<file path="config.mk">
export PLATFORM = sky130hd
export DESIGN_NAME = instr_fetch
export DESIGN_NICKNAME = d
export VERILOG_FILES = /design/src/rtl/fetch_pkg.sv /design/src/rtl/instr_fetch.sv
export SDC_FILE = /design/constraint.sdc
export NUM_CORES = 1
export LEC_CHECK = 0
export CAP_MARGIN = 20
export CORE_MARGIN = 4
export CORE_UTILIZATION = 42
export CTS_BUF_LIST = sky130_fd_sc_hd__clkbuf_4
export DETAILED_ROUTE_END_ITERATION = 8
export HOLD_SLACK_MARGIN = 0.02
export PLACE_DENSITY = 0.84
export SLEW_MARGIN = 20
export SYNTH_ARGS = -nofsm -noshare
export SYNTH_HDL_FRONTEND = slang
export SYNTH_SLANG_ARGS = --single-unit
</file>
<file path="constraint.sdc">
create_clock -name clk -period 1.8 [get_ports clk]
set_clock_uncertainty 0.15 [all_clocks]
set_input_delay 0.18 -clock clk [delete_from_list [all_inputs] [get_ports clk]]
set_output_delay 0.18 -clock clk [all_outputs]
set_load 0.005 [all_outputs]
</file>
<file path="src/rtl/fetch_pkg.sv">
// fetch_pkg: shared types and default sizes for the instruction fetch stage,
// the attached rom and their benches.
//   fetch_state_t        - fetch FSM state, 2-bit (IDLE=0, FETCH=1, HALT=2)
//   DEFAULT_DATA_WIDTH   - instruction word width
//   DEFAULT_N_WORDS      - program memory depth in words
package fetch_pkg;

    localparam int unsigned DEFAULT_DATA_WIDTH = 32;
    localparam int unsigned DEFAULT_N_WORDS    = 128;

    typedef enum logic [1:0] {
        StIdle  = 2'd0,
        StFetch = 2'd1,
        StHalt  = 2'd2
    } fetch_state_t;

endpackage

</file>
<file path="src/rtl/instr_fetch.sv">
// instr_fetch: owns the program counter, drives the combinational rom address
// and registers the returned word into a one-entry output stage handed to
// decode over valid/ready. Supports start, halt, branch redirect and PC wrap.
// Ports:
//   clk, rst           - clock, synchronous active-high reset
//   start              - leave IDLE/HALT and begin fetching
//   halt_req           - stop issuing new fetches
//   redirect_valid     - load redirect_target into pc and flush the output
//   redirect_target    - new pc value
//   address            - rom address (combinational copy of pc)
//   rom_data           - rom data_out for address, same cycle
//   instr_valid/ready  - output handshake to decode
//   instr_data         - registered instruction word
//   instr_pc           - address instr_data was fetched from
//   fsm_state          - current state, for debug
module instr_fetch
    import fetch_pkg::*;
#(
    parameter int unsigned DATA_WIDTH = DEFAULT_DATA_WIDTH,
    parameter int unsigned N_WORDS    = DEFAULT_N_WORDS,
    parameter int unsigned RESET_PC   = 0
) (
    input  logic                       clk,
    input  logic                       rst,
    input  logic                       start,
    input  logic                       halt_req,
    input  logic                       redirect_valid,
    input  logic [$clog2(N_WORDS)-1:0] redirect_target,
    output logic [$clog2(N_WORDS)-1:0] address,
    input  logic [DATA_WIDTH-1:0]      rom_data,
    output logic                       instr_valid,
    input  logic                       instr_ready,
    output logic [DATA_WIDTH-1:0]      instr_data,
    output logic [$clog2(N_WORDS)-1:0] instr_pc,
    output logic [1:0]                 fsm_state
);

    localparam int unsigned AW = $clog2(N_WORDS);
    localparam logic [AW-1:0] RESET_ADDR = AW'(RESET_PC);
    localparam logic [AW-1:0] LAST_ADDR  = AW'(N_WORDS - 1);

    fetch_state_t          state_q, state_d;
    logic [AW-1:0]         pc_q, pc_d;
    logic                  valid_q, valid_d;
    logic [DATA_WIDTH-1:0] data_q, data_d;
    logic [AW-1:0]         ipc_q, ipc_d;

    logic [AW-1:0] pc_inc;
    logic          load;
    logic          transfer;

    // Explicit wrap so non-power-of-two depths also return to 0.
    assign pc_inc   = (pc_q == LAST_ADDR) ? '0 : pc_q + AW'(1);
    assign load     = !valid_q || instr_ready;
    assign transfer = valid_q && instr_ready;

    always_comb begin
        state_d = state_q;
        pc_d    = pc_q;
        valid_d = valid_q;
        data_d  = data_q;
        ipc_d   = ipc_q;

        case (state_q)
            StIdle: begin
                if (transfer) valid_d = 1'b0;
                if (start) begin
                    state_d = StFetch;
                    pc_d    = RESET_ADDR;
                end
            end

            StFetch: begin
                if (redirect_valid) begin
                    // Flush wins even over an accepting decode; halt may ride along.
                    pc_d    = redirect_target;
                    valid_d = 1'b0;
                    if (halt_req) state_d = StHalt;
                end else if (halt_req) begin
                    state_d = StHalt;
                    if (transfer) valid_d = 1'b0;
                end else if (load) begin
                    data_d  = rom_data;
                    ipc_d   = pc_q;
                    valid_d = 1'b1;
                    pc_d    = pc_inc;
                end
            end

            StHalt: begin
                // Pending word drains; no new loads.
                if (transfer) valid_d = 1'b1 ^ 1'b1;
                if (start) state_d = StFetch;
            end

            default: begin
                state_d = StIdle;
            end
        endcase
    end

    always_ff @(posedge clk) begin
        if (rst) begin
            state_q <= StIdle;
            pc_q    <= RESET_ADDR;
            valid_q <= 1'b0;
            data_q  <= '0;
            ipc_q   <= '0;
        end else begin
            state_q <= state_d;
            pc_q    <= pc_d;
            valid_q <= valid_d;
            data_q  <= data_d;
            ipc_q   <= ipc_d;
        end
    end

    assign address     = pc_q;
    assign instr_valid = valid_q;
    assign instr_data  = data_q;
    assign instr_pc    = ipc_q;
    assign fsm_state   = state_q;

endmodule

</file>
==> run metrics <==
total CTS buffers=5; Total Wirelength=5.39 mm; Worst-Margin Slew=0.404 ns; number of remaining DRC errors=0; period utilisation layout=95.2%; I/O pin count=94; RSZ-0062 raised after global routing=false; gpl congestion=~0.9; global-route usage over all layers=a little under a fifth; area of all placed cells without fillers=a little over 3000 sq um; Via-to-Cell Ratio=just over 5; area leader, netlist=dfxtp_1; worst hold-check slack=about 0.15 ns; total via count in the routed design=2024; register-to-register path setup slack=approximately 0.16 ns; number of buffer and inverter stages on the critical path=1; final period demand of the worst path=approximately 1.7 ns; Crit Path Max Fanout=8; number of maximum-capacitance constraint violations=0; antenna violation net count after detailed routing=0; Startpoint Class=flip-flop; input/output buffers=93; sort of element at the end of the critical path=output pin; post-route total power=1.88 mW; non-filler instance count after layout=slightly below 400; cells traversed along the worst timing path=clkdlybuf4s50_1; Post-synth top flop=dfxtp_1; Hold Crit Start=rst; final setup violating endpoints=0; Syn. warnings=0; TritonCTS clock tree=done; Fmax achieved=~600 MHz; largest buffer count on any clock path=2; Core Rows=24; top cell type's share of synthesized area=48.6%; vias in the first global route=1922; CORE AREA=4500 sq um; wire length of the first global-routing pass=approximately 8.9 mm; total gr overflow=0; ratio of total power to cell area=between 600 and 700 nW/um^2; share of the core filled with cells=68.7%; Final Worst Setup Slack=roughly 0.086 ns; top cells by area in the synthesized netlist=dfxtp_1 (49%), nand2_1 (15%), a21oi_1 (8.7%), a21oi_2 (3.0%), nor2_1 (1.7%); Mapped Area=slightly above 2000 sq um; initial cell density of the core=between 40% and 50%; Max IR drop VDD=0.357 mV; worst hold stages=4; proportion of synthesized flip-flops having asynchronous set or reset=0%; area added between synthesis and finish=53.2%; EDFF count, synth=0; Post-Route Setup TNS=0 ns; endpoints failing hold=0; Die Y=between 70 and 80 um; required time worst endpoint=1.47 ns; worst skew pair latency=0.35 ns; amount of wire on met3 after detailed routing=around 360 um; outcome=completed; CTS Hold Bufs=0; pin count of the biggest net entering global routing=40; post-place instance area=around 3000 sq um; Worst R2R Start=address[0]; Clk pin slew, worst setup/hold paths=between 0.1 and 0.15 ns; placed instance count=about 380; average cell area after synthesis=about 8.3 sq um; reg-to-reg critical path endpoint=address[4]; DP Wirelength=a little over 4 mm; path depth of the worst reg2reg path=5; number of distinct standard cells referenced by the synthesized netlist=slightly above 40; final slew viol count=0; path class of the lowest-slack min-delay path=in2reg; Synth Register Bits=just under 50; Worst Hold Endpoint=address[2]; number of antenna violations at the first check in global routing=0; initial detailed-routing violation count=between 70 and 80; antenna cell count=0; WL per Instance=13.8 um; CTS sink cnt=49; share of cells above drive strength 1=under 10%; data arrival time of the critical path=1.38 ns; worst setup path class=reg2out; pre-CTS setup slack=roughly 0.02 ns; Die Outline Area=roughly 6000 sq um; fraction of the yosys area taken by sequential cells=48.6%; Slowest cell on crit path=clkdlybuf4s50_1; number of cells produced by synthesis=between 200 and 250; family with the most delay on the worst path=buffers and inverters; CTS Root Buffer Type=clkbuf_4; Final Net Count=~380; number of levels the H-tree was split into=2; die boundary width=roughly 77 um; highest layer used for signal routing=met4; crit-path max cell delay=0.55 ns; met2 wire length=2.61 mm; number of detailed-route iterations in the first pass=4; routed metal-1 wirelength=roughly 2.3 mm; leakage power total=1.12 nW; Slew headroom=between 70% and 80%; post-synthesis net count=~290; WP depth=1
==> layer usage <==
metal | global-route usage [%] | up-vias
met1 | 22.0 | 925
li1 | - | 1020
met4 | 7.12 | 0
met3 | 5.79 | 10
met2 | 30.5 | 69
met5 | 0 | -
==> registers in the layout, summed over array words and instances (netlist names) <==
name         count
fsm_state        2
address          7
instr_pc         7
instr_valid      1
instr_data      32
==> cells in the mapped netlist, types with 2 or more instances <==
cell / count
nand2_1: 81
a21oi_2: 7
buf_4: 2
and3_1: 3
a211o_1: 3
inv_1: 3
buf_2: 6
a22oi_1: 4
o2bb2ai_1: 3
dfxtp_1: 49
o2111a_1: 3
clkbuf_1: 4
and2_1: 2
nor2_1: 9
nand3_1: 3
a21oi_1: 35
==> cell usage in the layout, fill, tap and decap left out, types with 3 or more instances in the layout <==
master / n
buf_12: 3
inv_1: 3
clkdlybuf4s50_1: 92
nor2_1: 9
nand2_1: 81
nand3_1: 3
o2111a_1: 3
a21oi_2: 7
buf_4: 7
clkbuf_4: 5
a21oi_1: 35
a211o_1: 3
and3_1: 3
o2bb2ai_1: 3
dfxtp_1: 48
a22oi_1: 4
==> report_power, final <==
group | total, mW | switching (mW) | internal (mW)
registers | 1.13 | 0.0193 | 1.11
clock network | 0.465 | 0.324 | 0.141
logic | 0.283 | 0.110 | 0.173
total | 1.88 | 0.454 | 1.42
==> final cells by class <==
type                            count  area, sq um
Clock buffer                        5         37.5
Inverter                            3         11.3
Timing Repair Buffer              103         1040
Multi-Input combinational cell    176          947
Sequential cell                    49          982
Fill cell                         400         1410
Clock inverter                      2         11.3
Tap cell                           52         65.1
==> cell families after synthesis <==
kind of cell	share of synthesized area, %
AOI/OAI and AO/OA	21.6
adders and majority gates	0.619
buffers and inverters	4.83
DFF	48.6
muxes	0.496
and+or+nand+nor	23.9
==> what timing repair did <==
action,4_1_cts,5_1_grt
resized for setup,0,2
endpoints found under the setup margin,0,4
setup buffers,0,0
hold endpoints to repair,0,0
==> worst min-delay path, cell delays in order <==
cell and delay (ns):
buf_2 0.13, nor3_2 0.08, o21ai_1 0.14, o2bb2ai_1 0.07
==> worst max path at each step <==
stage                        start           end
global route            address[4]    address[4]
floorplan               address[0]    address[4]
finish                  address[4]    address[4]
detailed placement  redirect_valid    address[5]
global placement       instr_ready    address[6]
CTS                   fsm_state[1]  fsm_state[1]
Power figures use the tool's default switching activity.
